<file path="src/rtl/mc_control_fsm.sv">
`default_nettype none
// ============================================================================
// Module      : mc_control_fsm
// Description : Multi-cycle MIPS main control FSM with memory handshake and
//               retired-instruction counter. MC_CTRL_BNE_EN adds bne decode.
// Revision    : 1.0 - initial release
// ============================================================================
module mc_control_fsm #(
    parameter int CNT_W = 32
) (
    input  logic             clk,
    input  logic             reset,
    input  logic [5:0]       opcode,
    input  logic [5:0]       funct,
    input  logic             zero,
    input  logic             mem_ready,
    output logic             mem_req,
    output logic             memwrite,
    output logic             iord,
    output logic             irwrite,
    output logic             pcen,
    output logic             pcsrc,
    output logic             alusrca,
    output logic [1:0]       alusrcb,
    output logic             regdst,
    output logic             memtoreg,
    output logic             regwrite,
    output logic [1:0]       aluop,
    output logic [2:0]       alucontrol,
    output logic [3:0]       state,
    output logic             illegal_op,
    output logic [CNT_W-1:0] retired
);

    typedef enum logic [3:0] {
        FETCH    = 4'd0,
        DECODE   = 4'd1,
        MEMADR   = 4'd2,
        MEMRD    = 4'd3,
        MEMWB    = 4'd4,
        MEMWR    = 4'd5,
        EXECUTE  = 4'd6,
        ALUWB    = 4'd7,
        BRANCH   = 4'd8,
        ADDIEXEC = 4'd9,
        ADDIWB   = 4'd10
    } state_t;

    localparam logic [5:0] c_OP_RTYPE = 6'b000000;
    localparam logic [5:0] c_OP_LW    = 6'b100011;
    localparam logic [5:0] c_OP_SW    = 6'b101011;
    localparam logic [5:0] c_OP_BEQ   = 6'b000100;
    localparam logic [5:0] c_OP_ADDI  = 6'b001000;

    state_t             r_state;
    state_t             w_next;
    logic [CNT_W-1:0]   r_retired;
    logic               w_is_bne;
    logic               w_funct_ok;
    logic               w_mem_req;
    logic               w_memwrite;
    logic               w_irwrite;
    logic               w_pcen;
    logic               w_regwrite;
    logic               w_illegal;
    logic               w_retire;

    assign w_funct_ok = funct inside {6'b100000, 6'b100010, 6'b100100,
                                      6'b100101, 6'b101010};

`ifdef MC_CTRL_BNE_EN
    localparam logic [5:0] c_OP_BNE = 6'b000101;
    logic r_is_bne;

    always_ff @(posedge clk or negedge reset) begin
        if (!reset)
            r_is_bne <= 1'b0;
        else if (r_state == DECODE)
            r_is_bne <= (opcode == c_OP_BNE);
    end
    assign w_is_bne = r_is_bne;
`else
    assign w_is_bne = 1'b0;
`endif

    always_ff @(posedge clk or negedge reset) begin
        if (!reset)
            r_state <= FETCH;
        else
            r_state <= w_next;
    end

    always_comb begin
        w_next     = FETCH;
        w_mem_req  = 1'b0;
        w_memwrite = 1'b0;
        w_irwrite  = 1'b0;
        w_pcen     = 1'b0;
        w_regwrite = 1'b0;
        w_illegal  = 1'b0;
        w_retire   = 1'b0;
        iord       = 1'b0;
        pcsrc      = 1'b0;
        alusrca    = 1'b0;
        alusrcb    = 2'b00;
        regdst     = 1'b0;
        memtoreg   = 1'b0;
        aluop      = 2'b00;
        case (r_state)
            FETCH: begin
                w_mem_req = 1'b1;
                alusrcb   = 2'b01;
                w_irwrite = mem_ready;
                w_pcen    = mem_ready;
                w_next    = mem_ready ? DECODE : FETCH;
            end
            DECODE: begin
                alusrcb = 2'b11;
                case (opcode)
                    c_OP_LW, c_OP_SW: w_next = MEMADR;
                    c_OP_RTYPE: begin
                        w_next    = w_funct_ok ? EXECUTE : FETCH;
                        w_illegal = ~w_funct_ok;
                    end
                    c_OP_BEQ:  w_next = BRANCH;
`ifdef MC_CTRL_BNE_EN
                    c_OP_BNE:  w_next = BRANCH;
`endif
                    c_OP_ADDI: w_next = ADDIEXEC;
                    default:   w_illegal = 1'b1;
                endcase
            end
            MEMADR: begin
                alusrca = 1'b1;
                alusrcb = 2'b10;
                w_next  = (opcode == c_OP_SW) ? MEMWR : MEMRD;
            end
            MEMRD: begin
                w_mem_req = 1'b1;
                iord      = 1'b1;
                w_next    = mem_ready ? MEMWB : MEMRD;
            end
            MEMWB: begin
                memtoreg   = 1'b1;
                w_regwrite = 1'b1;
                w_retire   = 1'b1;
            end
            MEMWR: begin
                w_mem_req  = 1'b1;
                w_memwrite = 1'b1;
                iord       = 1'b1;
                w_retire   = mem_ready;
                w_next     = mem_ready ? FETCH : MEMWR;
            end
            EXECUTE: begin
                alusrca = 1'b1;
                aluop   = 2'b10;
                w_next  = ALUWB;
            end
            ALUWB: begin
                regdst     = 1'b1;
                w_regwrite = 1'b1;
                w_retire   = 1'b1;
            end
            BRANCH: begin
                alusrca  = 1'b1;
                aluop    = 2'b01;
                pcsrc    = 1'b1;
                w_pcen   = w_is_bne ? ~zero : zero;
                w_retire = 1'b1;
            end
            ADDIEXEC: begin
                alusrca = 1'b1;
                alusrcb = 2'b10;
                w_next  = ADDIWB;
            end
            ADDIWB: begin
                w_regwrite = 1'b1;
                w_retire   = 1'b1;
            end
            default: w_next = FETCH;
        endcase
    end

    // Side-effecting strobes are gated by reset so an abort lands instantly.
    assign mem_req    = w_mem_req  & reset;
    assign memwrite   = w_memwrite & reset;
    assign irwrite    = w_irwrite  & reset;
    assign pcen       = w_pcen     & reset;
    assign regwrite   = w_regwrite & reset;
    assign illegal_op = w_illegal  & reset;
    assign state      = r_state;

    always_comb begin
        alucontrol = 3'b010;
        case (aluop)
            2'b01: alucontrol = 3'b110;
            2'b10: begin
                case (funct)
                    6'b100010: alucontrol = 3'b110;
                    6'b100100: alucontrol = 3'b000;
                    6'b100101: alucontrol = 3'b001;
                    6'b101010: alucontrol = 3'b111;
                    default:   alucontrol = 3'b010;
                endcase
            end
            default: alucontrol = 3'b010;
        endcase
    end

    always_ff @(posedge clk or negedge reset) begin
        if (!reset)
            r_retired <= '0;
        else if (w_retire)
            r_retired <= r_retired + CNT_W'(1);
    end
    assign retired = r_retired;

endmodule
`default_nettype wire

</file>
<file path="config.mk">
export PLATFORM = sky130hd
export DESIGN_NAME = mc_control_fsm
export DESIGN_NICKNAME = d
export VERILOG_FILES = /design/src/rtl/mc_control_fsm.sv
export SDC_FILE = /design/constraint.sdc
export NUM_CORES = 1
export LEC_CHECK = 0
export ABC_CLOCK_PERIOD_IN_PS = 2400
export BUFFER_PORTS_ARGS = -buffer_cell sky130_fd_sc_hd__buf_2
export CAP_MARGIN = 5
export CORE_UTILIZATION = 43
export CTS_CLUSTER_DIAMETER = 50
export DETAILED_ROUTE_END_ITERATION = 8
export PLACE_DENSITY = 0.69
export SKIP_LAST_GASP = 1
export SLEW_MARGIN = 10
export SYNTH_ARGS = -nofsm -noshare
export SYNTH_HDL_FRONTEND = slang
export SYNTH_SLANG_ARGS = --single-unit
</file>
<file path="constraint.sdc">
create_clock -name clk -period 2.4 [get_ports clk]
set_input_delay 0.12 -clock clk [delete_from_list [all_inputs] [get_ports clk]]
set_output_delay 0.12 -clock clk [all_outputs]
set_load 0.005 [all_outputs]
</file>
==> out/summary.txt <==
Initial antenna violation count = 0
Area grow syn2layout = 21.2%
Antenna Nets Post-Route = 0
Clock share of power = 23.9%
Yosys top cell area share = 40.0%
#FFs+latches synth = 36
Psw = 540 uW
GRT Max-Usage Layer = met2
Dpl ws = 469 ps
Switching part of the total = 33.6%
Area taken by multi-input logic gates = 1250 um2
Largest net degree at the start of global routing = 28
Final setup viols = 0
Max VDD drop = 273 uV
Initial cell density of the core = 46.2%
Hold WS = 142 ps
Synth Instances = 233
CP Class = flip-flop to output port
F_max = 465 MHz
Internal power = 1.07 mW
Power per cell area = 590 nW/um2
Leading post-synthesis cells by cell area = dfrtp_1, xnor2_1, nand4_1
Library cells used by synthesis = 48
Worst Hold Launch = opcode[3]
Seq/Total Area, Yosys = 40.0%
CP required = 2280 ps
Clock sinks = 36
Status = finished, final reports clean
Final setup skew = 4.47 ps
Netlist Area Pre-Place = 2250 um2
HPWL Detailed = 3.69 mm
Mapped Nets = 253
Pins Over Slew Limit = 0
Max-cap violation count = 0
Crit path launch = state[1]
Vias in the first global route = 1753
Sequential power share = 46.7%
RR Startpoint = state[0]
GRT Overall Usage = 18.9%
Non-Filler Instances = 369
Post-route cell area = 2730 um2
Placed Area = 2640 um2
Cell taking the most area after synthesis = dfrtp_1
Synth warn = 0
Synth top cells by count = dfrtp_1, xnor2_1, nand2_1, nand4_1, nor2_1
RePlAce Congestion = 0.789
Reg clk slew, reported paths = 60 ps
Core area = 4880 um2
Final Hold Fails = 0
Post-synth EDFFs = 0
Wire per inst = 13.4 um
Worst setup margin = 248 ps
Worst slew pin tran = 795 ps
Register Area = 902 um2
Arrival time at the worst endpoint = 2030 ps
Count leader, synth = dfrtp_1
Critical Path Start Type = flip-flop
Minimum clock period = 2150 ps
GRT overflow = 0
Root Buffer = clkbuf_8
Min-Delay Path Class = primary input to flip-flop
CTS tree = done
Post-CTS setup buffer count = 0
Pleak = 1.37 nW
Synthesized area per cell = 9.67 um2
First-iteration detailed-routing DRC count = 141
Rows = 25
Final nets = 322
Inserted Diodes = 0
Clock buffer depth = 2
Num ports = 70
Final WL = 4.93 mm
Worst Setup End Kind = output port
First-pass GRT wire length = 8.22 mm
Share of cells above drive strength 1 = 31.1%
Total Power = 1.61 mW
Worst-path maximum fanout = 12
Inst Count DP = 361
DRT Pass-1 Iters = 4
Slew headroom = 45.6%
Drt drc = 0
Tcrit/Tclk final = 89.7%
Buffers on Ports = 69
CTS Buf Count = 5
Async SR Flop Fraction = 100%
H-tree levels = 2
Die H = 74.4 um
Ys flop type = dfrtp_1
GR Util met2 = 30.5%
Setup tns final = 0 ps
Comb pwr share = 29.4%
Skew-Pair Late Insertion Delay = 270 ps
Final core utilization = 55.9%
DIE AREA = 5530 um2
Fillers = 462
Met1 Use GR = 26.7%
RSZ-0062 raised after global routing = false
Die Width = 74.4 um
Via-to-Cell Ratio = 5.32
Via count = 1963
Grt met3 use = 3.52%
[final timing paths]
| path | to | slack, ps | depth (start not counted) |
|---|---|---|---|
| max | alucontrol[2] | 250 | 7 |
| min | state[0] | 140 | 3 |
| max reg2reg | retired[23] | 470 | 4 |
| min reg2reg | retired[31] | 470 | 1 |
| max in group asynchronous | retired[22] | 1530 | 3 |
| min in group asynchronous | retired[19] | 270 | 2 |
[metal layers]
| metal | share of wire (%) | vias up |
|---|---|---|
| li1 | - | 968 |
| met1 | 47 | 932 |
| met2 | 47 | 59 |
| met3 | 5.3 | 4 |
| met4 | 0.85 | 0 |
| met5 | 0 | - |
[cell usage in the layout (no fill, tap or decap), types with 5 or more instances in the layout]
cell      instances
nand2b_1          8
nor3_1           11
buf_2            69
nand2_1          19
dfrtp_1          35
xor2_1           11
buf_4             5
and2_1            6
clkbuf_8          5
inv_1             6
xnor2_1          23
nor2_1           12
nand4_1          17
nor3b_1           5
nand3_1           7
and3_1            7
[sequential cells by signal (all words and copies together), names as in the netlist]
signal,flops
retired,32
state,4
[power by group through the flow]
stage	clock network (mW)	registers [mW]	logic (mW)
after floorplan	0	0.709	0.348
after global placement	0	0.755	0.471
after detailed placement	0	0.765	0.476
after CTS	0.401	0.753	0.478
after global routing	0.432	0.767	0.526
final	0.385	0.752	0.473
[layout make-up]
cell class / instances / share of cell area [%]
Inverter: 6 / 0.825
Timing Repair Buffer: 75 / 14.4
Multi-Input combinational cell: 178 / 45.8
Sequential cell: 36 / 33.0
Clock buffer: 6 / 2.66
Tap cell: 67 / 3.07
Clock inverter: 1 / 0.183
[kinds of logic (layout without fill, tap and decap cells)]
family	after synthesis	after routing	share of synthesized area (%)
simple gates	116	116	31.3
mux	4	4	1.83
xor+xnor	34	34	13.2
flops	36	36	40.0
fa+ha+maj	4	4	2.22
compound gates	20	20	6.94
buf+inv	19	88	4.44
[worst max-delay path, stage by stage, from the launching register on]
cell and delay (ps):
dfrtp_1 600, nor2b_1 310, nand2_1 170, inv_1 130, ha_1 190, a41oi_1 130, nor2b_1 120, buf_2 110
[what timing repair did]
item,in CTS,in global routing
endpoints found under the hold margin,9,0
setup endpoints to repair,0,1
gates resized for setup,0,1
hold buffers,1,0
(Power assumes the default switching activity.)
